`config.mk`:
```
export PLATFORM = sky130hd
export DESIGN_NAME = instr_sequencer
export DESIGN_NICKNAME = d
export VERILOG_FILES = /design/src/rtl/instr_sequencer.sv
export SDC_FILE = /design/constraint.sdc
export NUM_CORES = 1
export LEC_CHECK = 0
export BUFFER_PORTS_ARGS = -buffer_cell sky130_fd_sc_hd__buf_2
export CAP_MARGIN = 40
export CORE_MARGIN = 2
export CORE_UTILIZATION = 36
export DETAILED_ROUTE_END_ITERATION = 12
export PLACE_DENSITY = 0.53
export REMOVE_ABC_BUFFERS = 1
export SLEW_MARGIN = 5
export SYNTH_ARGS = -nofsm -noshare
export SYNTH_HDL_FRONTEND = slang
export SYNTH_SLANG_ARGS = --single-unit
```
`constraint.sdc`:
```
create_clock -name Clock -period 3.15 [get_ports Clock]
set_input_delay 0.7875 -clock Clock [delete_from_list [all_inputs] [get_ports Clock]]
set_output_delay 0.7875 -clock Clock [all_outputs]
set_load 0.01 [all_outputs]
```
`src/rtl/instr_sequencer.sv`:
```
// -----------------------------------------------------------------------------
// instr_sequencer
//
// Upstream feeder for the 9-bit processor `proc`. Holds a small program memory
// and a program counter, issues one instruction at a time on Instruction/Run,
// presents the immediate word of an mvi on the following cycle, and waits for
// proc's Done before advancing. An opcode of 111 halts the sequence without
// being issued. A missing Done within TIMEOUT wait cycles raises a sticky Error.
//
// Optional build macro: SEQ_STEP_EN
//   defined   - the advance state holds until a Step pulse (single-step mode)
//   undefined - Step is ignored and the sequencer free-runs
//
// Ports:
//   Clock       in   system clock, all state on rising edge
//   Resetn      in   asynchronous active-low reset
//   Start       in   pulse, begins execution at address 0 when idle
//   Step        in   single-step advance pulse (SEQ_STEP_EN builds only)
//   WrEn        in   program memory write strobe, ignored while Busy
//   WrAddr      in   program memory write address
//   WrData      in   program memory write data
//   Done        in   from proc, instruction complete
//   Instruction out  to proc Instruction input
//   Run         out  to proc Run input
//   PC          out  current program counter
//   Busy        out  high from Start until halt or error
//   Error       out  sticky Done-timeout flag, cleared by the next Start
//   dbg_state   out  FSM state encoding for observation
//
// Handshake: Run is a one-cycle issue strobe qualifying Instruction. proc
// answers with a Done pulse; Done is only honoured in IMM (the cycle after an
// mvi issue) and in WAIT. In every other state Done is dropped, and the next
// Run never rises before the Done of the previous instruction was accepted.
// -----------------------------------------------------------------------------
module instr_sequencer #(
  parameter int ADDR_W  = 5,
  parameter int TIMEOUT = 15
) (
  input  logic              Clock,
  input  logic              Resetn,
  input  logic              Start,
  input  logic              Step,
  input  logic              WrEn,
  input  logic [ADDR_W-1:0] WrAddr,
  input  logic [8:0]        WrData,
  input  logic              Done,
  output logic [8:0]        Instruction,
  output logic              Run,
  output logic [ADDR_W-1:0] PC,
  output logic              Busy,
  output logic              Error,
  output logic [2:0]        dbg_state
);

  localparam int DEPTH = 1 << ADDR_W;
  localparam int CNT_W = (TIMEOUT < 2) ? 1 : $clog2(TIMEOUT);
  localparam logic [CNT_W-1:0] CNT_LAST = CNT_W'(TIMEOUT - 1);
  localparam logic [2:0] OP_MVI  = 3'b001;
  localparam logic [2:0] OP_HALT = 3'b111;

  typedef enum logic [2:0] {
    S_IDLE  = 3'd0,
    S_ISSUE = 3'd1,
    S_IMM   = 3'd2,
    S_WAIT  = 3'd3,
    S_ADV   = 3'd4,
    S_HALT  = 3'd5,
    S_ERR   = 3'd6
  } state_t;

  state_t            state_q, state_d;
  logic [ADDR_W-1:0] pc_q, pc_d;
  logic [CNT_W-1:0]  cnt_q, cnt_d;
  logic              error_q, error_d;

  logic [8:0]        mem [DEPTH];
  logic [ADDR_W-1:0] pc_plus1;
  logic [8:0]        cur_word;
  logic [8:0]        imm_word;
  logic              cur_is_mvi;
  logic              advance;

  // Program memory: no reset, so a loaded program survives a reset pulse.
  always_ff @(posedge Clock) begin
    if (WrEn && !Busy) begin
      mem[WrAddr] <= WrData;
    end
  end

  assign pc_plus1   = pc_q + ADDR_W'(1);
  assign cur_word   = mem[pc_q];
  assign imm_word   = mem[pc_plus1];
  assign cur_is_mvi = (cur_word[8:6] == OP_MVI);

`ifdef SEQ_STEP_EN
  assign advance = Step;
`else
  logic unused_step;
  assign unused_step = Step;
  assign advance     = 1'b1;
`endif

  always_ff @(posedge Clock or negedge Resetn) begin
    if (!Resetn) begin
      state_q <= S_IDLE;
      pc_q    <= '0;
      cnt_q   <= '0;
      error_q <= 1'b0;
    end else begin
      state_q <= state_d;
      pc_q    <= pc_d;
      cnt_q   <= cnt_d;
      error_q <= error_d;
    end
  end

  always_comb begin
    state_d     = state_q;
    pc_d        = pc_q;
    cnt_d       = cnt_q;
    error_d     = error_q;
    Instruction = '0;
    Run         = 1'b0;
    Busy        = 1'b0;
    case (state_q)
      S_IDLE: begin
        cnt_d = '0;
        if (Start) begin
          state_d = S_ISSUE;
          pc_d    = '0;
          error_d = 1'b0;
        end
      end
      S_ISSUE: begin
        Busy        = 1'b1;
        Instruction = cur_word;
        cnt_d       = '0;
        if (cur_word[8:6] == OP_HALT) begin
          state_d = S_HALT;
        end else begin
          Run     = 1'b1;
          state_d = cur_is_mvi ? S_IMM : S_WAIT;
        end
      end
      S_IMM: begin
        // proc may finish an mvi while its immediate is still on the bus.
        Busy        = 1'b1;
        Instruction = imm_word;
        state_d     = Done ? S_ADV : S_WAIT;
      end
      S_WAIT: begin
        Busy = 1'b1;
        if (Done) begin
          state_d = S_ADV;
        end else if (cnt_q == CNT_LAST) begin
          state_d = S_ERR;
          error_d = 1'b1;
        end else begin
          cnt_d = cnt_q + CNT_W'(1);
        end
      end
      S_ADV: begin
        // Memory is write-protected while Busy, so cur_word is still the
        // instruction just completed.
        Busy  = 1'b1;
        cnt_d = '0;
        if (advance) begin
          pc_d    = pc_q + (cur_is_mvi ? ADDR_W'(2) : ADDR_W'(1));
          state_d = S_ISSUE;
        end
      end
      S_HALT: begin
        state_d = S_IDLE;
      end
      S_ERR: begin
        state_d = S_IDLE;
      end
      default: begin
        state_d = S_IDLE;
      end
    endcase
  end

  assign PC        = pc_q;
  assign Error     = error_q;
  assign dbg_state = state_q;

endmodule
```
; ---- Yosys cells after proc, flatten, opt, wreduce, memory -nomap -nowiden
; Memories as Yosys holds them, arrays and structs flattened.
; Cells that the tools add are included.
[classes]
n_div = 0
n_mul = 0
magnitude_cmp = 0
n_eq_ne = 12
reduce_logical = 12
shift = 0
n_mux = 23
bitwise = 0
addsub = 3
[op_table]
columns = cell, n
row1 = $pmux 9 s2, 1
row2 = $mux 3, 5
row3 = $pmux 3 s5, 1
row4 = $pmux 5 s2, 1
row5 = $mux 1, 9
row6 = $mux 4, 2
row7 = $ne 2x2->1 const B, 4
row8 = $pmux 4 s2, 1
row9 = $eq 3x1->1 const B, 2
row10 = $eq 3x2->1 const B, 2
row11 = $eq 3x3->1 const B, 2
row12 = $reduce_bool 2->1, 3
row13 = $add 5x1->5 const B, 1
row14 = $add 5x2->5, 1
row15 = $mux 5, 1
row16 = $add 4x1->4 const B, 1
row17 = $eq 4x4->1 const B, 1
row18 = $reduce_and 2->1, 2
row19 = $reduce_and 4->1, 1
row20 = $reduce_or 4->1, 1
row21 = $logic_not 3->1, 1
row22 = $ne 3x3->1 const B, 1
row23 = $reduce_and 3->1, 1
row24 = $reduce_or 3->1, 1
row25 = 4 further kinds, 4
[word_totals]
out_inout_bits = 20
mem_count = 1
regBits = 13
wordCells = 55
latch_bits = 0
ram_bits = 288
mem_bits_ro = 0
[memory_table]
columns = name, words, width, read_ports, rd_ports_with_merged_regs, write_ports, line
row1 = mem, 32, 9, 2, 0, 1, 76  ; logic [8:0] mem [DEPTH];

; ---- Depth between registers and ports, before layout
[depth]
ltp_word = 7
ltp_mapped = 17
mapped_depth_nobuf = 13

; ---- Worst setup path after synthesis
; Ideal clock, no wire load.
[synth_path]
path_kind = register -> output
startpoint = register pc_q[1] (netlist: PC[1])
endpoint = output Instruction[1]
required_ps = 2362
path_slack_ps = -113
path_stages_with_launch = 9
arrival_time_ps = 2476
path_cell_list = dfrtp_1 -> ha_1 -> buf_2 -> buf_2 -> clkbuf_1 -> mux4_2 -> mux2_2 -> o211ai_1 -> nand3_1
[synth_via]
elab_chain_cells = 3
[synth_rtl]
columns = item, line
row1 = start: declaration, 72  ; logic [ADDR_W-1:0] pc_q, pc_d;
row2 = start signal: assignment, 111  ; pc_q <= pc_d;
row3 = $add 5x1->5, 90  ; assign pc_plus1 = pc_q + ADDR_W'(1);
row4 = $mem_v2 32x9 *, --
row5 = $pmux 9 s2 *, 125  ; case (state_q)
row6 = end: declaration, 47  ; output logic [8:0] Instruction,
; Every way passes the cells marked *; elsewhere a longest branch is shown, timed or not.

; ---- Worst setup path after layout
[layout_path]
startpoint = register pc_q[1] (netlist: PC[1])
endpoint = output Instruction[6]
; Same word-level chain as after synthesis.

==> flow_metrics.py <==
metrics = {
    "outcome": {
        "outcome": "finished, violations left",
        "violations": "negative setup slack",
    },
    "critical_path": {
        "cp_common_cell": "o211ai_1",
        "crit_path_end_kind": "primary output",
        "r2r_end": "PC[4]",
        "worstSetupPathType": "reg2out",
        "r2r_start": "PC[1]",
        "cp.required_ns": 2.36,
        "r2r_cells": 17,
        "path_cells": "ha_4 > buf_12 > mux4_2 > mux2_4 > o211ai_1 > o211ai_1 > buf_2",
        "crit_path_max_incr_delay_ns": 0.55,
        "crit_slowest_cell": "dfrtp_4",
        "reg2reg_slack_ns": -0.12,
        "startpoint_type": "flip-flop",
        "crit_arrival_ns": 3.04,
        "cp_max_fo": 7,
    },
    "timing": {
        "final.setup.worst_slack_ns": -0.680,
        "drv_slew": 0,
        "setup_viol": 12,
        "finalCriticalPeriod_ns": 3.83,
        "rsz0062_at_grt": "true",
        "hold_viol": 0,
        "max_freq_mhz": 261,
        "post-route-period-util_pct": 122,
        "tightest_slew_ns": 0.785,
        "slew_headroom_pct": 47.5,
        "clock_skew_ns": 0.0171,
    },
    "yosys": {
        "yosysWarnings": 0,
        "yosysTopAreaCell": "edfxtp_1",
        "synth-seq-cells": 301,
        "ys_seq_area_share_pct": 61.8,
        "ys_async_sr_fraction_pct": 4.32,
        "yosys.area_share.simple_pct": 4.57,
        "synth_ff_type": "edfxtp_1",
        "syn_avg_cell_area_sq_um": 18.3,
        "synthTopCellsByArea": "edfxtp_1 60%, mux4_2 21%, mux2i_1 2.8%",
        "synth_edf_count": 288,
        "synth_xor_area_share_pct": 0.465,
        "synth_top_area_share_pct": 59.5,
        "synth_compound_area_share_pct": 3.26,
        "netlist_area_sq_um": 14500,
        "synth_top_family_by_area": "multiplexers",
        "synth_fa_ha_area_share_pct": 0.568,
        "syn-instance-count": 792,
        "synthMuxAreaShare_pct": 26.9,
        "ys_types": 59,
    },
    "final_layout": {
        "syn2layout_area_growth_pct": 21.5,
        "final_util_pct": 44.3,
        "layout_common_cells": "288 x edfxtp_1, 140 x mux4_2, 91 x buf_4",
        "final_common_cell": "edfxtp_1",
        "nets": 963,
        "fillers": 3544,
        "design_area_sq_um": 17600,
        "drive_gt1_share_pct": 43.3,
        "instances_no_fill": 1486,
        "antennaDiodeCount": 0,
    },
    "global_route": {
        "grt_overflow": 0,
        "grt_antenna_before_repair": 0,
        "grt_pass1_vias": 8538,
        "track_usage_pct": 18.9,
        "grt_pass1_wl_microns": 56800,
        "grt_start_max_net_pins": 37,
    },
    "die": {
        "start_util_pct": 36.5,
        "die_height_microns": 205,
        "die_area_sq_um": 42000,
        "ios": 40,
        "num_rows": 73,
        "die_x_microns": 205,
        "core_region_area_sq_um": 39800,
    },
    "placed_design": {
        "dp_hpwl_microns": 24700,
        "place_area_sq_um": 16000,
        "dp.cells": 1401,
        "post-place-ws_ns": -0.195,
        "globalplace.congestion": 0.853,
        "portBuffers": 38,
    },
    "drt": {
        "ant_nets": 0,
        "first_pass_iters": 5,
        "wl_per_cell_microns": 25.9,
        "initialDrtViolationCount": 707,
        "vias_per_cell": 5.57,
        "num_vias": 8278,
        "drc_errors": 0,
        "wirelength_microns": 38500,
    },
    "clocking": {
        "cts_buffers": 35,
        "path_clk_slew_ns": 0.06,
        "clock_latency_ns": 0.56,
        "cts-root-buf": "clkbuf_16",
        "cts_tree": "yes",
        "ctsHoldBuffers": 0,
        "ctsHtreeMaxLevel": 2,
        "clock_path_buffers": 3,
        "clock-sinks": 301,
    },
    "power_and_ir_drop": {
        "peakVddDrop_mv": 0.501,
        "p_total_mw": 15.4,
        "p_leak_nw": 5.86,
        "powerDensity_nw_per_um2": 872,
    },
    "min_path": {
        "hp-class": "in2async",
    },
    "flow_run": {
        "cap_viol_max_count": 0,
    },
}
==> flip-flops by register name, indices dropped and copies added (netlist names) <==
name       cells
cnt_q          4
dbg_state      3
mem          288
PC             5
Error          1
==> layer usage <==
layer | GRT usage [%] | wire length (microns) | vias to the layer above
li1 | - | - | 3604
met1 | 25.8 | 16800 | 4376
met2 | 30.5 | 18600 | 252
met3 | 4.04 | 2340 | 46
met4 | 5.42 | 764 | 0
met5 | 0 | 0 | -
==> report_power, final <==
group | internal [mW] | leakage [nW] | total, mW | switching, mW
clock network | 2.11 | 0.509 | 3.73 | 1.62
logic | 3.84 | 2.59 | 7.07 | 3.23
registers | 4.48 | 2.76 | 4.60 | 0.118
total | 10.4 | 5.86 | 15.4 | 4.96
==> timing repair <==
item,CTS,global route
endpoints found under the setup margin,14,14
resized for setup,50,36
pin swaps,12,20
gates cloned,2,2
buffers inserted,14,8
==> cell families (layout without fill, tap and decap cells) <==
| family | Yosys count | in the layout |
|---|---|---|
| flops | 301 | 301 |
| fa+ha+maj | 6 | 6 |
| xor+xnor | 6 | 6 |
| simple gates | 145 | 145 |
| compound gates | 66 | 66 |
| mux | 204 | 204 |
| buf+inv | 64 | 233 |
==> cells in the mapped netlist (all sizes together) (10+ instances only) <==
cell,count
mux2i,40
o211ai,23
nand3,17
clkbuf,17
dfrtp,13
buf,39
mux4,145
edfxtp,288
nand2,49
nor2,48
a22oi,10
mux2,19
==> critical path: cells and delay by family (launching register included) <==
kind,cells,cell delay (ns)
AOI/OAI and AO/OA,2,0.43
muxes,2,0.79
buffers and inverters,2,0.31
adders and majority gates,1,0.40
DFF,1,0.55
==> cell type report <==
cell class	instances	area [sq um]	area share (%)
inverters	8	30.0	0.170
well taps	525	657	3.72
repair buffers	164	1510	8.55
clock buffers	46	937	5.31
flip-flops and latches	301	8980	50.9
multi-input cells	427	5420	30.7
clock inverters	15	108	0.610
==> through the flow <==
stage          setup TNS [ns]  hold slack (ns)
3_3_place_gp            -2.24            0.474
4_1_cts                 -6.39            0.114
5_1_grt                 -7.27            0.128
2_1_floorplan          -71.26            0.492
6_report                -6.12            0.123
3_5_place_dp            -1.98            0.484
==> worst max path at each step <==
stage / startpoint / to / slack, ns / cells after the start
6_report: PC[1] / Instruction[6] / -0.68 / 7
5_1_grt: PC[1] / Instruction[8] / -0.71 / 7
4_1_cts: PC[1] / Instruction[6] / -0.67 / 7
3_5_place_dp: PC[1] / Instruction[1] / -0.19 / 7
3_3_place_gp: PC[1] / PC[4] / -0.20 / 11
2_1_floorplan: PC[0] / Instruction[6] / -4.88 / 5
Note: power is estimated with default switching activity, not from simulation.
